===== src/rtl/aoc25_7_pkg.sv =====
// Shared definitions for the splitter line decoder: ASCII constants, FSM states, byte classes.
// SPLITTER_LINE_DECODER_CRLF_EN: when defined, carriage returns are silently ignored.
package aoc25_7_pkg;

  localparam logic [7:0] CHAR_DOT   = 8'h2E;  // '.'
  localparam logic [7:0] CHAR_SPLIT = 8'h5E;  // '^'
  localparam logic [7:0] CHAR_START = 8'h53;  // 'S'
  localparam logic [7:0] CHAR_LF    = 8'h0A;  // '\n'
  localparam logic [7:0] CHAR_CR    = 8'h0D;  // '\r'

  typedef enum logic {
    ST_LINE = 1'b0,
    ST_DONE = 1'b1
  } decoder_state_t;

  typedef enum logic [2:0] {
    CC_DOT    = 3'd0,  // advances the column, no splitter
    CC_SPLIT  = 3'd1,  // advances the column, marks a splitter
    CC_LF     = 3'd2,  // terminates the row
    CC_IGNORE = 3'd3,  // consumed with no effect
    CC_BAD    = 3'd4   // illegal byte, otherwise behaves like CC_DOT
  } char_class_t;

  function automatic char_class_t classify_char(input logic [7:0] ch);
    char_class_t cls;
    case (ch)
      CHAR_DOT, CHAR_START: cls = CC_DOT;
      CHAR_SPLIT:           cls = CC_SPLIT;
      CHAR_LF:              cls = CC_LF;
`ifdef SPLITTER_LINE_DECODER_CRLF_EN
      CHAR_CR:              cls = CC_IGNORE;
`else
      CHAR_CR:              cls = CC_BAD;
`endif
      default:              cls = CC_BAD;
    endcase
    return cls;
  endfunction

endpackage


===== src/rtl/splitter_line_decoder.sv =====
// Turns an ASCII puzzle byte stream into one splitter mask per row that contains a '^'.
// SPLITTER_LINE_DECODER_CRLF_EN (see aoc25_7_pkg) makes CR bytes transparent.
module splitter_line_decoder
  import aoc25_7_pkg::*;
#(
  parameter int LINE_WIDTH  = 141,
  parameter int COUNT_WIDTH = 16
) (
  input  logic                   clk,
  input  logic                   rst,
  input  logic                   inbound_valid,
  input  logic [7:0]             inbound_data,
  input  logic                   end_of_file,
  output logic                   line_valid,
  output logic [LINE_WIDTH-1:0]  line_data,
  output logic [COUNT_WIDTH-1:0] row_count,
  output logic [COUNT_WIDTH-1:0] emit_count,
  output logic                   done,
  output logic                   error_overflow,
  output logic                   error_char
);

  // Column counter must reach LINE_WIDTH itself, which is where it saturates.
  localparam int COL_W = $clog2(LINE_WIDTH + 1);
  localparam logic [COL_W-1:0]      COL_MAX  = COL_W'(LINE_WIDTH);
  localparam logic [LINE_WIDTH-1:0] MASK_ONE = LINE_WIDTH'(1);

  decoder_state_t          r_state;
  logic [COL_W-1:0]        r_col;
  logic [LINE_WIDTH-1:0]   r_accum;
  logic                    r_line_valid;
  logic [LINE_WIDTH-1:0]   r_line_data;
  logic [COUNT_WIDTH-1:0]  r_row_count;
  logic [COUNT_WIDTH-1:0]  r_emit_count;
  logic                    r_done;
  logic                    r_error_overflow;
  logic                    r_error_char;

  decoder_state_t          w_state_nxt;
  char_class_t             w_class;
  logic [COL_W-1:0]        w_col_nxt;
  logic [LINE_WIDTH-1:0]   w_accum_nxt;
  logic [LINE_WIDTH-1:0]   w_mask;
  logic                    w_row_end;
  logic                    w_emit;
  logic                    w_err_char;
  logic                    w_err_ovf;

  assign w_class = classify_char(inbound_data);

  // NOTE: every signal gets a default before any branch so no path leaves one
  // unassigned, which would otherwise infer a latch.
  always_comb begin
    w_state_nxt = r_state;
    w_col_nxt   = r_col;
    w_accum_nxt = r_accum;
    w_mask      = r_accum;
    w_row_end   = 1'b0;
    w_err_char  = 1'b0;
    w_err_ovf   = 1'b0;

    if (r_state == ST_LINE) begin
      if (inbound_valid) begin
        case (w_class)
          CC_DOT, CC_SPLIT, CC_BAD: begin
            w_err_char = (w_class == CC_BAD);
            if (r_col == COL_MAX) begin
              w_err_ovf = 1'b1;
            end else begin
              if (w_class == CC_SPLIT) w_accum_nxt = r_accum | (MASK_ONE << r_col);
              w_col_nxt = r_col + COL_W'(1);
            end
          end
          CC_LF: begin
            w_row_end   = 1'b1;
            w_mask      = r_accum;
            w_accum_nxt = '0;
            w_col_nxt   = '0;
          end
          default: ;
        endcase
      end

      // A partial row left at end of input is flushed as though a LF had arrived,
      // including any '^' consumed in this same cycle.
      if (end_of_file) begin
        w_state_nxt = ST_DONE;
        if (!w_row_end && (w_col_nxt != '0)) begin
          w_row_end   = 1'b1;
          w_mask      = w_accum_nxt;
          w_accum_nxt = '0;
          w_col_nxt   = '0;
        end
      end
    end
  end

  assign w_emit = w_row_end && (w_mask != '0);

  always_ff @(posedge clk or posedge rst) begin
    if (rst) begin
      r_state <= ST_LINE;
    end else begin
      r_state <= w_state_nxt;
    end
  end

  // NOTE: sequential state uses non-blocking assignments so every register samples
  // the pre-edge values, independent of statement order.
  always_ff @(posedge clk or posedge rst) begin
    if (rst) begin
      r_col            <= '0;
      r_accum          <= '0;
      r_line_valid     <= 1'b0;
      r_line_data      <= '0;
      r_row_count      <= '0;
      r_emit_count     <= '0;
      r_done           <= 1'b0;
      r_error_overflow <= 1'b0;
      r_error_char     <= 1'b0;
    end else begin
      r_col            <= w_col_nxt;
      r_accum          <= w_accum_nxt;
      r_line_valid     <= w_emit;
      r_done           <= (w_state_nxt == ST_DONE);
      r_error_overflow <= r_error_overflow | w_err_ovf;
      r_error_char     <= r_error_char | w_err_char;
      if (w_row_end) r_row_count <= r_row_count + COUNT_WIDTH'(1);
      if (w_emit) begin
        r_line_data  <= w_mask;
        r_emit_count <= r_emit_count + COUNT_WIDTH'(1);
      end
    end
  end

  assign line_valid     = r_line_valid;
  assign line_data      = r_line_data;
  assign row_count      = r_row_count;
  assign emit_count     = r_emit_count;
  assign done           = r_done;
  assign error_overflow = r_error_overflow;
  assign error_char     = r_error_char;

endmodule


===== config.mk =====
export PLATFORM = sky130hd
export DESIGN_NAME = splitter_line_decoder
export DESIGN_NICKNAME = d
export VERILOG_FILES = /design/src/rtl/aoc25_7_pkg.sv /design/src/rtl/splitter_line_decoder.sv
export SDC_FILE = /design/constraint.sdc
export NUM_CORES = 1
export LEC_CHECK = 0
export BUFFER_PORTS_ARGS = -buffer_cell sky130_fd_sc_hd__buf_2
export CORE_ASPECT_RATIO = 0.9
export CORE_MARGIN = 2
export CORE_UTILIZATION = 55
export CTS_BUF_LIST = sky130_fd_sc_hd__clkbuf_4 sky130_fd_sc_hd__clkbuf_8 sky130_fd_sc_hd__clkbuf_16
export DETAILED_ROUTE_END_ITERATION = 16
export GPL_TIMING_DRIVEN = 1
export MAX_ROUTING_LAYER = met4
export PLACE_DENSITY = 0.76
export SLEW_MARGIN = 20
export SYNTH_ARGS = -nofsm -noshare
export SYNTH_HDL_FRONTEND = slang
export SYNTH_SLANG_ARGS = --single-unit

===== constraint.sdc =====
create_clock -name clk -period 15.1 [get_ports clk]
set_input_delay 2.265 -clock clk [delete_from_list [all_inputs] [get_ports clk]]
set_output_delay 2.265 -clock clk [all_outputs]
set_load 0.005 [all_outputs]

# Word-level counts from Yosys, hierarchy flattened
# Index checks and enable logic that the tools add are counted.
# classes
n_addsub,3
n_eq_ne,8
n_shift,1
n_mux,31
bitwise_logic,3
reduce_logical,8
# op_table
operator,count
2-to-1 mux 141 bit,8
case mux 141 bit (2 select lines),1
OR 141 bit,1
nonzero test 141 bit,1
"left shift 1 x 8 -> 141 bit, first input constant",1
2-to-1 mux 8 bit,5
"adder 16 x 1 -> 16 bit, second input constant",2
"== test 8 x 7 -> 1 bit, second input constant",2
case mux 8 bit (2 select lines),1
2-to-1 mux 1 bit,15
case mux 3 bit (3 select lines),1
"adder 8 x 1 -> 8 bit, second input constant",1
"== test 8 x 4 -> 1 bit, second input constant",1
"== test 8 x 6 -> 1 bit, second input constant",1
"== test 8 bit, second input constant",1
nonzero test 8 bit,1
"== test 3 x 1 -> 1 bit, second input constant",1
"== test 3 x 2 -> 1 bit, second input constant",1
"== test 3 bit, second input constant",1
zero test 3 bit,1
OR reduction 3 bit,1
logical AND 1 bit,2
OR 1 bit,2
OR reduction 2 bit,1
zero test 1 bit,1
# word_totals
reg_bits,326
input_bits,12
word_cells,63

# Longest topological paths before layout
# depth
ltp_word,15
mapped_depth,16

# Worst setup path after synthesis
# OpenSTA, ideal clock, no wires.
# synth_timing
kind,input port to flip-flop
start,in inbound_valid
end,"reg r_line_data[38], in the netlist line_data[38]"
arrival_ns,4.650
required_ns,14.973
setup_slack_ns,10.322
cell_stages,12
path_buffers,4
path_cell_list,clkbuf_1 -> clkbuf_1 -> nand4_1 -> clkbuf_1 -> a22oi_1 -> nand4_1 -> nor4_1 -> and4_1 -> a31o_1 -> a21oi_4 -> buf_4 -> mux2_1
# synth_between
elab_chain_len,9
word_cells_on_any_way,16
# synth_rtl
item,line_no,text
"start, declared",splitter_line_decoder.sv:11,"input logic inbound_valid,"
2-to-1 mux 8 bit or 2-to-1 mux 1 bit (tied branches),splitter_line_decoder.sv:63,if (inbound_valid) begin
2-to-1 mux 8 bit or 2-to-1 mux 1 bit (tied branches),splitter_line_decoder.sv:62,if (r_state == ST_LINE) begin
nonzero test 8 bit or zero test 1 bit (tied branches),splitter_line_decoder.sv:88,if (!w_row_end && (w_col_nxt != '0)) begin
logical AND 1 bit,splitter_line_decoder.sv:88,
2-to-1 mux 141 bit,splitter_line_decoder.sv:88,
2-to-1 mux 141 bit,splitter_line_decoder.sv:86,if (end_of_file) begin
2-to-1 mux 141 bit,splitter_line_decoder.sv:62,
nonzero test 141 bit,splitter_line_decoder.sv:98,assign w_emit = w_row_end && (w_mask != '0);
logical AND 1 bit,splitter_line_decoder.sv:98,
"end signal, assigned",splitter_line_decoder.sv:130,r_line_data <= w_mask;
"end, declared",splitter_line_decoder.sv:32,logic [LINE_WIDTH-1:0] r_line_data;
# Parallel ways exist; a longest one is shown, timed or not. The select of a mux whose other input is x is not followed.
# A chain may end at the register's enable or synchronous reset.

# Worst setup path in the final report
# layout_timing
start,in inbound_data[7]
end,"reg r_emit_count[15], in the netlist emit_count[15]"
# layout_between
elab_chain_len,15
word_cells_on_any_way,32
# layout_rtl
item,line_no,text
"start, declared",splitter_line_decoder.sv:12,"input logic [7:0] inbound_data,"
== test 8 x 6 -> 1 bit or == test 8 x 7 -> 1 bit (tied branches),aoc25_7_pkg.sv:26,case (ch)
OR reduction 2 bit,aoc25_7_pkg.sv:26,
case mux 3 bit (3 select lines) (*),aoc25_7_pkg.sv:26,
== test 3 bit (tied with other cells),splitter_line_decoder.sv:64,case (w_class)
OR reduction 3 bit,splitter_line_decoder.sv:64,
case mux 8 bit (2 select lines),splitter_line_decoder.sv:64,
2-to-1 mux 8 bit,splitter_line_decoder.sv:63,
2-to-1 mux 8 bit,splitter_line_decoder.sv:62,
nonzero test 8 bit,splitter_line_decoder.sv:88,
logical AND 1 bit,splitter_line_decoder.sv:88,
2-to-1 mux 141 bit,splitter_line_decoder.sv:88,
2-to-1 mux 141 bit,splitter_line_decoder.sv:86,
2-to-1 mux 141 bit,splitter_line_decoder.sv:62,
nonzero test 141 bit,splitter_line_decoder.sv:98,
logical AND 1 bit (*),splitter_line_decoder.sv:98,
"end signal, assigned",splitter_line_decoder.sv:131,r_emit_count <= r_emit_count + COUNT_WIDTH'(1);
"end, declared",splitter_line_decoder.sv:34,logic [COUNT_WIDTH-1:0] r_emit_count;
# Mark *: on every way between the ends. The rest lies on a longest branch, timed or not. The select of a mux whose other input is x is not followed.

==> flow_summary.toml <==
[status]
outcome = "complete, no violations"

[global_route]
gr-usage-all-layers = 0.4150
busiest_layer = "met1"
grt_max_degree = 111
grt.overflow.total = 0
grtUsageMet1 = 0.5909
antenna_found_initial = 1
grt_pass1_vias = 13530
use_met3 = 0.1088
grt_util_met2 = 0.5575
grt_pass1_wl_um = 85700

[timing]
hold_viol = 0
setup_viol = 0
worst_pin_slew_ns = 1.263
slew_headroom = 0.1503
min_period_over_period = 0.4522
fmax_mhz = 146.4
rsz0062_at_grt = "no"
period_minus_slack_ns = 6.828
fin_setup_tns_ns = 0
slew_violations = 0
fin_skew_ns = 0.02332

[clocking]
post-cts-setup-buffers = 0
cts.path.max_buffers = 3
clkLatencyLatePin_ns = 0.53
cts.sinks = 326
cts_buffers = 34
htreeDepth = 2
clk_pin_slew_ns = 0.07
cts_tree = "yes"
clk_root_buffer_cell = "clkbuf_16"
holdBufCountCts = 0
cts_resized = 0

[placed_design]
globalplace.congestion = 1.099
post-dp-hpwl_um = 40130
portBuffers = 188

[pwr]
pwr_density_cell_nw_per_um2 = 114.3
totalPowerFinal_w = 0.001987
power.leakage_nw = 7.999
ir_drop_mv = 0.08492

[synthesis]
syn_inst = 1628
yosys_warnings = 0
synth_nets = 1648
synth_common_cells = "326 x dfrtp_1, 299 x a21oi_1, 267 x nor2_1"
yosys.area.top_type_share = 0.5392
synth_flop_cell = "dfrtp_1"
ys_ff_latch = 326
synth_edf_count = 0
synth_area_leaders = "dfrtp_1 54%, a21oi_1 9.9%, nor2_1 6.6%, nand2_1 2.5%, a22o_1 2.5%"
yosysMostFrequentCell = "dfrtp_1"
synth_area_sq_um = 15130
yosysTopAreaCell = "dfrtp_1"
avgSynthCellArea_sq_um = 9.293
synthArstFlopShare = 1.000
yosysUniqueCellTypes = 73
yosysSeqAreaShare = 0.5392

[setup_path]
critPathKind = "input pin to register"
reg2reg_from = "r_col[1]"
crit_fanout = 92
ff2ff_setup_slack_ns = 8.88
required_ns = 15.53
start_kind = "input pin"
cp.arrival_ns = 7.25
ff2ff_path_depth = 15
cp-end-kind = "register"
timing.rr.end = "emit_count[15]"

[floorplanning]
core_area_sq_um = 27030
die_x_um = 178.8
initial_core_util = 0.5597
die_area_sq_um = 28850
ios = 189
rows = 57
chipHeight_um = 161.3

[route]
wirelength_um = 57690
drt_iter0_markers = 2280
vias = 14320
ant_nets = 0
wl_per_cell_um = 27.07
route.detailed.drc = 0
vias_per_cell = 6.722
dr.pass1.iters = 6

[cells_and_area]
drive_gt1_frac = 0.1694
num-nets-final = 1777
area_delta_synth_final_pct = 14.94
antenna_cells = 0

[worst_hold_path]
worstHoldPathType = "register to register"
whs_path_depth = 1
min-delay-start = "error_char"
hold_end = "error_char"

[job]
cap_violations = 0
==> flip-flops by register name (all words and copies together) (netlist names) <==
| name | cells |
|---|---|
| emit_count | 16 |
| r_col | 8 |
| row_count | 16 |
| r_accum | 141 |
| error_char | 1 |
| done | 1 |
| error_overflow | 1 |
| line_valid | 1 |
| line_data | 141 |
==> routing by layer <==
metal	up-vias	share of wire
met4	0	0.053
met2	1038	0.42
met3	237	0.12
met1	6967	0.41
met5	-	0
li1	6082	-
==> how the worst max path moves through the flow <==
stage                     slack, ns        endpoint            start
after detailed placement       8.04  emit_count[15]  inbound_data[7]
after global routing           8.00  emit_count[15]  inbound_data[7]
after CTS                      8.50  emit_count[15]  inbound_data[7]
final                          8.27  emit_count[15]  inbound_data[7]
after floorplan                3.81            done              rst
after global placement         7.95   emit_count[5]  inbound_data[7]
==> layout make-up <==
type | instances | area, sq um
fillers | 2260 | 9642
flip-flops and latches | 326 | 8158
multi-input cells | 1159 | 6417
repair buffers | 218 | 1174
clock buffers | 43 | 949.7
well taps | 354 | 442.9
clock inverters | 13 | 171.4
inverters | 18 | 75.07
==> kinds of logic (layout without fill, tap and decap cells) <==
family / count (synthesis) / after routing / share of synthesized area
flops: 326 / 326 / 0.5392
compound gates: 523 / 523 / 0.2049
fa+ha+maj: 8 / 8 / 0.006617
mux: 6 / 6 / 0.004383
buf+inv: 143 / 292 / 0.04003
simple gates: 591 / 591 / 0.1869
xor+xnor: 31 / 31 / 0.01795
==> per-stage QoR <==
| stage | hold WS [ns] | area, sq um | cells | utilization | setup WS [ns] |
|---|---|---|---|---|---|
| 2_1_floorplan | 0.4510 | 15130 | 1628 | - | 3.809 |
| 4_1_cts | 0.4558 | 17380 | 2131 | 0.6432 | 8.502 |
| 5_1_grt | 0.4828 | 17390 | 2131 | 0.6433 | 7.996 |
| 6_report | 0.4530 | 17390 | 2131 | 0.6433 | 8.272 |
| 3_3_place_gp | 0.4328 | 16240 | 2074 | 0.6009 | 7.946 |
| 3_5_place_dp | 0.4400 | 16260 | 2075 | 0.6017 | 8.037 |
==> cells in the final DEF, fill, tap and decap left out, types with 8 or more instances in the layout <==
cell / Yosys / layout
dfrtp_1: 326 / 326
a21oi_1: 299 / 297
nor2_1: 267 / 266
buf_2: 49 / 188
nand2_1: 102 / 102
o21ai_0: 74 / 74
a22o_1: 43 / 43
nor4_1: 43 / 42
clkbuf_16: 0 / 34
a31oi_1: 32 / 32
buf_4: 2 / 28
nand3_1: 27 / 27
xnor2_1: 27 / 27
nand4_1: 24 / 24
nor3_1: 24 / 23
and3_1: 20 / 20
inv_1: 17 / 16
a32o_1: 16 / 16
and2_1: 13 / 13
nand2b_1: 12 / 12
nor2b_1: 9 / 9
nand3b_1: 8 / 8
a22oi_1: 8 / 8
ha_1: 8 / 8
==> critical path, stage by stage <==
cell	delay, ns
buf_2	0.11
nand4bb_2	0.90
nor2_1	0.76
nand3_1	0.33
nor2_1	0.54
a2111o_1	0.20
nor4_1	0.07
a31o_1	0.26
a21oi_4	0.14
buf_4	0.41
buf_4	0.72
nand4_1	0.23
xnor2_1	0.23
==> power breakdown <==
group          switching, W  internal [W]  leakage [nW]
Clock              0.000353      0.000500         0.553
Sequential        0.0000336      0.000928          4.29
Combinational      0.000101     0.0000718          3.16
No activity file was read; power rests on OpenSTA's default activity.
